--- config.mk ---
export PLATFORM = sky130hd
export DESIGN_NAME = sdf_stage_ctrl
export DESIGN_NICKNAME = d
export VERILOG_FILES = /design/src/rtl/sdf_stage_ctrl.sv
export SDC_FILE = /design/constraint.sdc
export NUM_CORES = 1
export LEC_CHECK = 0
export BUFFER_PORTS_ARGS = -buffer_cell sky130_fd_sc_hd__buf_2
export CAP_MARGIN = 20
export CORE_MARGIN = 2
export CORE_UTILIZATION = 51
export CTS_CLUSTER_DIAMETER = 30
export CTS_CLUSTER_SIZE = 25
export DETAILED_ROUTE_END_ITERATION = 6
export PLACE_DENSITY = 0.73
export SYNTH_ARGS = -nofsm -noshare
export SYNTH_HDL_FRONTEND = slang
export SYNTH_SLANG_ARGS = --single-unit
--- constraint.sdc ---
create_clock -name clk -period 4.7 [get_ports clk]
set_clock_uncertainty 0.2 [all_clocks]
set_input_delay 0.47 -clock clk [delete_from_list [all_inputs] [get_ports clk]]
set_output_delay 0.47 -clock clk [all_outputs]
set_load 0.02 [all_outputs]
--- src/rtl/sdf_stage_ctrl.sv ---
// Sequencer for one radix-2 SDF FFT stage: paces the N-deep delay line, selects
// butterfly vs. fill, addresses the twiddle ROM and drains the line after the last sample.
module sdf_stage_ctrl #(
    parameter int N     = 64,
    parameter int LOG2N = 6
) (
    input  logic             clk,
    input  logic             reset_n,
    input  logic             in_valid,
    input  logic             in_last,
    output logic             in_ready,
    output logic             sr_shift,
    output logic             flush,
    output logic             bf_sel,
    output logic             tw_en,
    output logic [LOG2N-1:0] tw_addr,
    output logic             out_valid,
    output logic             out_sof,
    output logic             busy,
    output logic             err_align
);

    typedef enum logic [1:0] {IDLE, RUN, FLUSH} state_t;

    localparam logic [LOG2N:0] CNT_ONE  = (LOG2N+1)'(1);
    localparam logic [LOG2N:0] CNT_PRE  = (LOG2N+1)'(N - 1);
    localparam logic [LOG2N:0] CNT_HALF = (LOG2N+1)'(N);
    localparam logic [LOG2N:0] CNT_LAST = (LOG2N+1)'(2 * N - 1);

    state_t           state_q, state_d;
    logic [LOG2N:0]   cnt_q, cnt_d;
    logic [LOG2N:0]   fcnt_q, fcnt_d;
    logic             primed_q, primed_d;
    logic             err_align_q, err_align_d;

    logic             acc;
    logic             tick;
    logic             flush_done;

    // A sample offered during the flush is not accepted and leaves no trace.
    assign acc        = in_valid & (state_q != FLUSH);
    assign tick       = acc | (state_q == FLUSH);
    assign flush_done = (state_q == FLUSH) & (fcnt_q == CNT_ONE);

    always_ff @(posedge clk) begin
        if (!reset_n) begin
            state_q     <= IDLE;
            cnt_q       <= '0;
            fcnt_q      <= '0;
            primed_q    <= 1'b0;
            err_align_q <= 1'b0;
        end else begin
            state_q     <= state_d;
            cnt_q       <= cnt_d;
            fcnt_q      <= fcnt_d;
            primed_q    <= primed_d;
            err_align_q <= err_align_d;
        end
    end

    always_comb begin
        state_d     = state_q;
        cnt_d       = cnt_q;
        fcnt_d      = fcnt_q;
        primed_d    = primed_q;
        err_align_d = err_align_q;

        // cnt spans exactly 2N values, so the increment wraps 2N-1 -> 0 on its own.
        if (tick) begin
            cnt_d = cnt_q + CNT_ONE;
            if (cnt_q == CNT_PRE) begin
                primed_d = 1'b1;
            end
        end

        unique case (state_q)
            IDLE, RUN: begin
                if (acc) begin
                    if (in_last) begin
                        state_d = FLUSH;
                        fcnt_d  = CNT_HALF;
                        if (cnt_q != CNT_LAST) begin
                            err_align_d = 1'b1;
                        end
                    end else begin
                        state_d = RUN;
                    end
                end
            end
            FLUSH: begin
                fcnt_d = fcnt_q - CNT_ONE;
                if (flush_done) begin
                    state_d  = IDLE;
                    cnt_d    = '0;
                    primed_d = 1'b0;
                end
            end
            default: state_d = IDLE;
        endcase
    end

    // Every output qualifies the sample presented in the same cycle.
    always_comb begin
        in_ready  = (state_q != FLUSH);
        busy      = (state_q != IDLE);
        flush     = (state_q == FLUSH);
        sr_shift  = tick;
        bf_sel    = cnt_q[LOG2N];
        tw_en     = tick & primed_q & ~cnt_q[LOG2N];
        tw_addr   = cnt_q[LOG2N-1:0];
        out_valid = tick & primed_q;
        out_sof   = tick & primed_q & (cnt_q == CNT_HALF);
        err_align = err_align_q;
    end

endmodule

Word-level counts from Yosys, hierarchy flattened
Cells that the tools add are included.
W data, S select, Z words.
{"block": "totals", "mem_count": 0, "reg_bits": 18, "mem_bits_ro": 0, "latchBits": 0, "mem_bits_rw": 0, "inputBits": 4, "out_inout_bits": 15, "elab_cells": 45}
{"block": "op_classes", "div": 0, "bitwise": 7, "mux": 14, "order_cmp": 0, "reduce_logical": 7, "n_eq_ne": 10, "addsub": 2, "shifts": 0, "mul": 0}
{"operator": "$mux W7", "n": 5}
{"operator": "$pmux W7 S2", "n": 1}
{"operator": "$add A7 B1 Y7 const B", "n": 1}
{"operator": "$eq A7 B1 Y1 const B", "n": 1}
{"operator": "$eq A7 B6 Y1 const B", "n": 1}
{"operator": "$eq A7 B7 Y1 const B", "n": 1}
{"operator": "$ne A7 B7 Y1 const B", "n": 1}
{"operator": "$sub A7 B1 Y7 const B", "n": 1}
{"operator": "$mux W2", "n": 3}
{"operator": "$ne A2 B2 Y1 const B", "n": 3}
{"operator": "$and A1 B1 Y1", "n": 5}
{"operator": "$mux W1", "n": 4}
{"operator": "$pmux W2 S2", "n": 1}
{"operator": "$reduce_and A4 Y1", "n": 1}
{"operator": "$reduce_bool A2 Y1", "n": 2}
{"operator": "$reduce_and A3 Y1", "n": 1}
{"operator": "$eq A2 B1 Y1 const B", "n": 1}
{"operator": "$eq A2 B2 Y1 const B", "n": 1}
{"operator": "$logic_not A2 Y1", "n": 1}
{"operator": "$ne A2 B1 Y1 const B", "n": 1}
{"operator": "$reduce_and A2 Y1", "n": 1}
{"operator": "$reduce_or A2 Y1", "n": 1}
{"operator": "$not A1 Y1", "n": 1}
{"operator": "$or A1 B1 Y1", "n": 1}

Logic depth before layout (Yosys ltp)
{"block": "logic_depth", "depth_word": 6, "mapped_depth": 7, "depth_no_buf": 5}

Least setup slack after synthesis
OpenSTA, ideal clock, no wires.
{"block": "synth_path", "path_type": "reg2out", "start": "register state_q[0]", "end": "output out_sof", "n_path_buf": 2, "path_stages_with_launch": 7, "arrival_time_ps": 1194, "slack_ps": 2836, "required_ps": 4030, "cell_sequence": "dfxtp_1 nand2b_1 buf_6 inv_4 buf_12 o21ai_0 nor2_1"}
{"block": "synth_between", "elab_chain_cells": 5, "elab_cells_between_ends": 6, "cone_classes": "eq/ne: 2; bitwise: 4"}
{"element": "from (decl)", "line_no": "30", "text": "state_t state_q, state_d;"}
{"element": "from (signal assigned)", "line_no": "53", "text": "state_q <= state_d;"}
{"element": "$ne A2 B2 Y1"}
{"element": "via in_ready", "line_no": "11", "text": "output logic in_ready,"}
{"element": "$and A1 B1 Y1", "line_no": "41", "text": "assign acc = in_valid & (state_q != FLUSH);"}
{"element": "$or A1 B1 Y1", "line_no": "42", "text": "assign tick = acc | (state_q == FLUSH);"}
{"element": "$and A1 B1 Y1 (2 in a row)", "line_no": "112", "text": "out_sof = tick & primed_q & (cnt_q == CNT_HALF);"}
{"element": "to (decl)", "line_no": "18", "text": "output logic out_sof,"}
The timed path passes the listed nets, and every way through them passes these cells.

Worst setup path after layout
{"block": "layout_path", "start": "register state_q[0]", "end": "output sr_shift"}
{"block": "layout_between", "elab_chain_cells": 3, "elab_cells_between_ends": 4, "cone_classes": "eq/ne: 2; bitwise: 2"}
{"element": "$ne A2 B2 Y1", "line_no": "41"}
{"element": "$and A1 B1 Y1", "line_no": "41"}
{"element": "$or A1 B1 Y1 (*)", "line_no": "42"}
{"element": "to (decl)", "line_no": "12", "text": "output logic sr_shift,"}
Mark *: on every way between the ends. The rest lies on a longest branch, timed or not.

==> results.cfg <==
[final_layout]
syn_to_final_growth_pct = 12.81
diodes = 0
drive_gt1_share_pct = 20.66
nFillCells = 138
fin_nets = 130
final_util_pct = 62.92
finalInstanceArea_um2 = 980.9

[yosys]
yosysTopAreaCell = dfxtp_1
synth_flop_cell = dfxtp_1
async_reset_ff_share_pct = 0
synth_seq_cells = 18
yosys.area_share.simple_pct = 23.74
synth_area_um2 = 869.6
synth_top_family_by_area = simple AND/OR/NAND/NOR gates
synth.avg_cell_area_um2 = 8.525
synth_adder_area_share_pct = 5.755
yosys.area_share.xor_xnor_pct = 8.058
ys_warn_count = 0
post-synth-top-area-fraction_pct = 41.44
synth_area_leaders = dfxtp_1 41%, nor2_1 6.5%, ha_1 5.8%, xor2_1 5.0%, a21oi_1 4.6%
post-synth-top-count-cell = dfxtp_1
ys_seq_area_share_pct = 41.44
synth_common_cells = 18 x dfxtp_1, 15 x nor2_1, 8 x a21oi_1, 8 x inv_1, 6 x o21ai_0
synth_nets = 110
synthMuxAreaShare_pct = 0
synth_cell_types = 29
synth_compound_area_share_pct = 12.81
syn_inst = 102
synth_edf_count = 0

[die]
num_rows = 14
die_w_um = 45.29
dieHeight_um = 45.29
ios = 19
die_area_um2 = 2051
initial_core_util_pct = 55.78
core-area_um2 = 1559

[worst_setup_path]
cpPeakStageDelay_ns = 0.36
crit_type = reg2out
crit_family = simple AND/OR/NAND/NOR gates
path_depth = 5
worstPathArrival_ns = 1.64
crit_path_end_kind = primary output
worstPathRequired_ns = 4.03
slowest_stage = dfxtp_1
worst-r2r-cell-count = 4
path_buf_inv = 3
path_cells = nand2b_1 > inv_4 > nor2_1 > inv_1 > buf_2
start_kind = flip-flop
cp_max_fo = 11

[sta]
period_share_pct = 49.21
finalHoldViolations = 0
fmax_ghz = 0.4324
tightest_slew_ns = 0.5962
slew_headroom_pct = 59.98
drv_slew = 0
finalSetupViolCount = 0
finalCriticalPeriod_ns = 2.313
finalSetupTns_ns = 0
grt_setup_unrepaired = no

[route]
drc = 0
first_iter_violations = 31
routed_via_density = 5.533
wl_um = 1691
vias = 758
post_drt_wl_per_cell_um = 12.34
drtAntennaViolNets = 0
drt-pass1-iter-count = 5

[outcome]
status = completed

[global_route]
grt_start_max_net_pins = 12
grt_first_pass_wirelength_um = 2856
grt_pass1_vias = 671
gr-usage-all-layers_pct = 20.00
antenna_found_initial = 0
grt_overflow_total = 0

[pwr]
vdd_drop_max_v = 0.0002500
leakage_nw = 0.4425
p_per_area_nw_per_um2 = 331.4

[clocking]
tritoncts = built
cts_buffer_depth = 2
htree_levels = 1
cts_root_buf = clkbuf_4
path_clk_slew_ns = 0.10
clock_sinks = 18
clk_latency_ns = 0.30
hold_buffers = 0
cts_resized = 0
cts_made_buffers = 3
post-cts-setup-buffer-count = 0

[min_path]
hold_path_depth = 2
holdCritPathClass = in2reg

[place]
dp_hpwl_um = 1225
gp_congestion = 0.8109
io_buffers = 18
placed_cell_area_um2 = 944.7

[run]
max-cap-violations = 0
-- worst register-to-register path: cells and delay by family, from the launching register on --
kind             cells  cell delay [ns]
AO/OA/AOI/OAI        1             0.50
AND/OR/NAND/NOR      3             0.61
flip-flops           1             0.37
-- cells by family after synthesis --
kind of cell	count (synthesis)
and+or+nand+nor	40
AOI/OAI and AO/OA	20
DFF	18
buffers and inverters	12
xor gates and xnor gates	8
adders and majority gates	4
-- routing by layer --
layer  global-route usage, %  vias to the layer above  part of all wire (%)
li1                        -                      390                     -
met1                   26.25                      330                    50
met2                   29.43                       34                    41
met3                   3.600                        4                   5.3
met4                   14.12                        0                   3.2
met5                       0                        -                     0
-- layout by cell type, fill, tap and decap left out, types with 2 or more instances in the layout --
cell and n:
buf_2 18, o21ai_0 6, or3_1 3, xor2_1 5, nor4_1 4, dfxtp_1 18, nand2_1 4, nand3_1 4
nor2_1 15, inv_1 8, nand3b_1 2, a21oi_1 8, xnor2_1 3, a31oi_1 2, clkbuf_4 3, ha_1 4
and3_1 2
-- flip-flops by register name, indices dropped and copies added, names as in the netlist --
register	count
primed_q	1
err_align	1
cnt_q	7
fcnt_q	7
state_q	2
-- final cells by class --
class | instances | area (µm²) | area share [%]
inverters | 9 | 36.28 | 3.699
repair buffers | 18 | 90.09 | 9.184
well taps | 16 | 20.02 | 2.041
clock buffers | 4 | 36.28 | 3.699
multi-input cells | 72 | 437.9 | 44.64
flip-flops and latches | 18 | 360.3 | 36.73
-- worst paths after layout --
path | slack, ns | to | from
setup / recovery | 2.39 | sr_shift | state_q[0]$_SDFFE_PN0P_
hold / removal | 0.19 | state_q[0]$_SDFFE_PN0P_ | in_last
setup reg to reg | 2.90 | cnt_q[0]$_SDFF_PN0_ | fcnt_q[2]$_SDFFE_PN0P_
hold reg to reg | 0.25 | primed_q$_SDFF_PN0_ | primed_q$_SDFF_PN0_
-- through the flow --
stage | power [mW] | instances | hold WS, ns | worst slack [ns]
final | 0.3251 | 137 | 0.1916 | 2.387
after global routing | 0.3391 | 137 | 0.1989 | 2.250
after CTS | 0.3263 | 137 | 0.1887 | 2.372
after detailed placement | 0.2296 | 133 | 0.2356 | 2.724
after global placement | 0.2289 | 133 | 0.2365 | 2.769
after floorplan | 0.2183 | 102 | 0.2220 | 2.836
-- power breakdown --
| part | switching (mW) | internal (mW) | total, mW |
|---|---|---|---|
| logic | 0.0345 | 0.0216 | 0.0562 |
| registers | 0.00911 | 0.162 | 0.171 |
| clock network | 0.0508 | 0.0473 | 0.0980 |
Note: power is estimated with default switching activity, not from simulation.
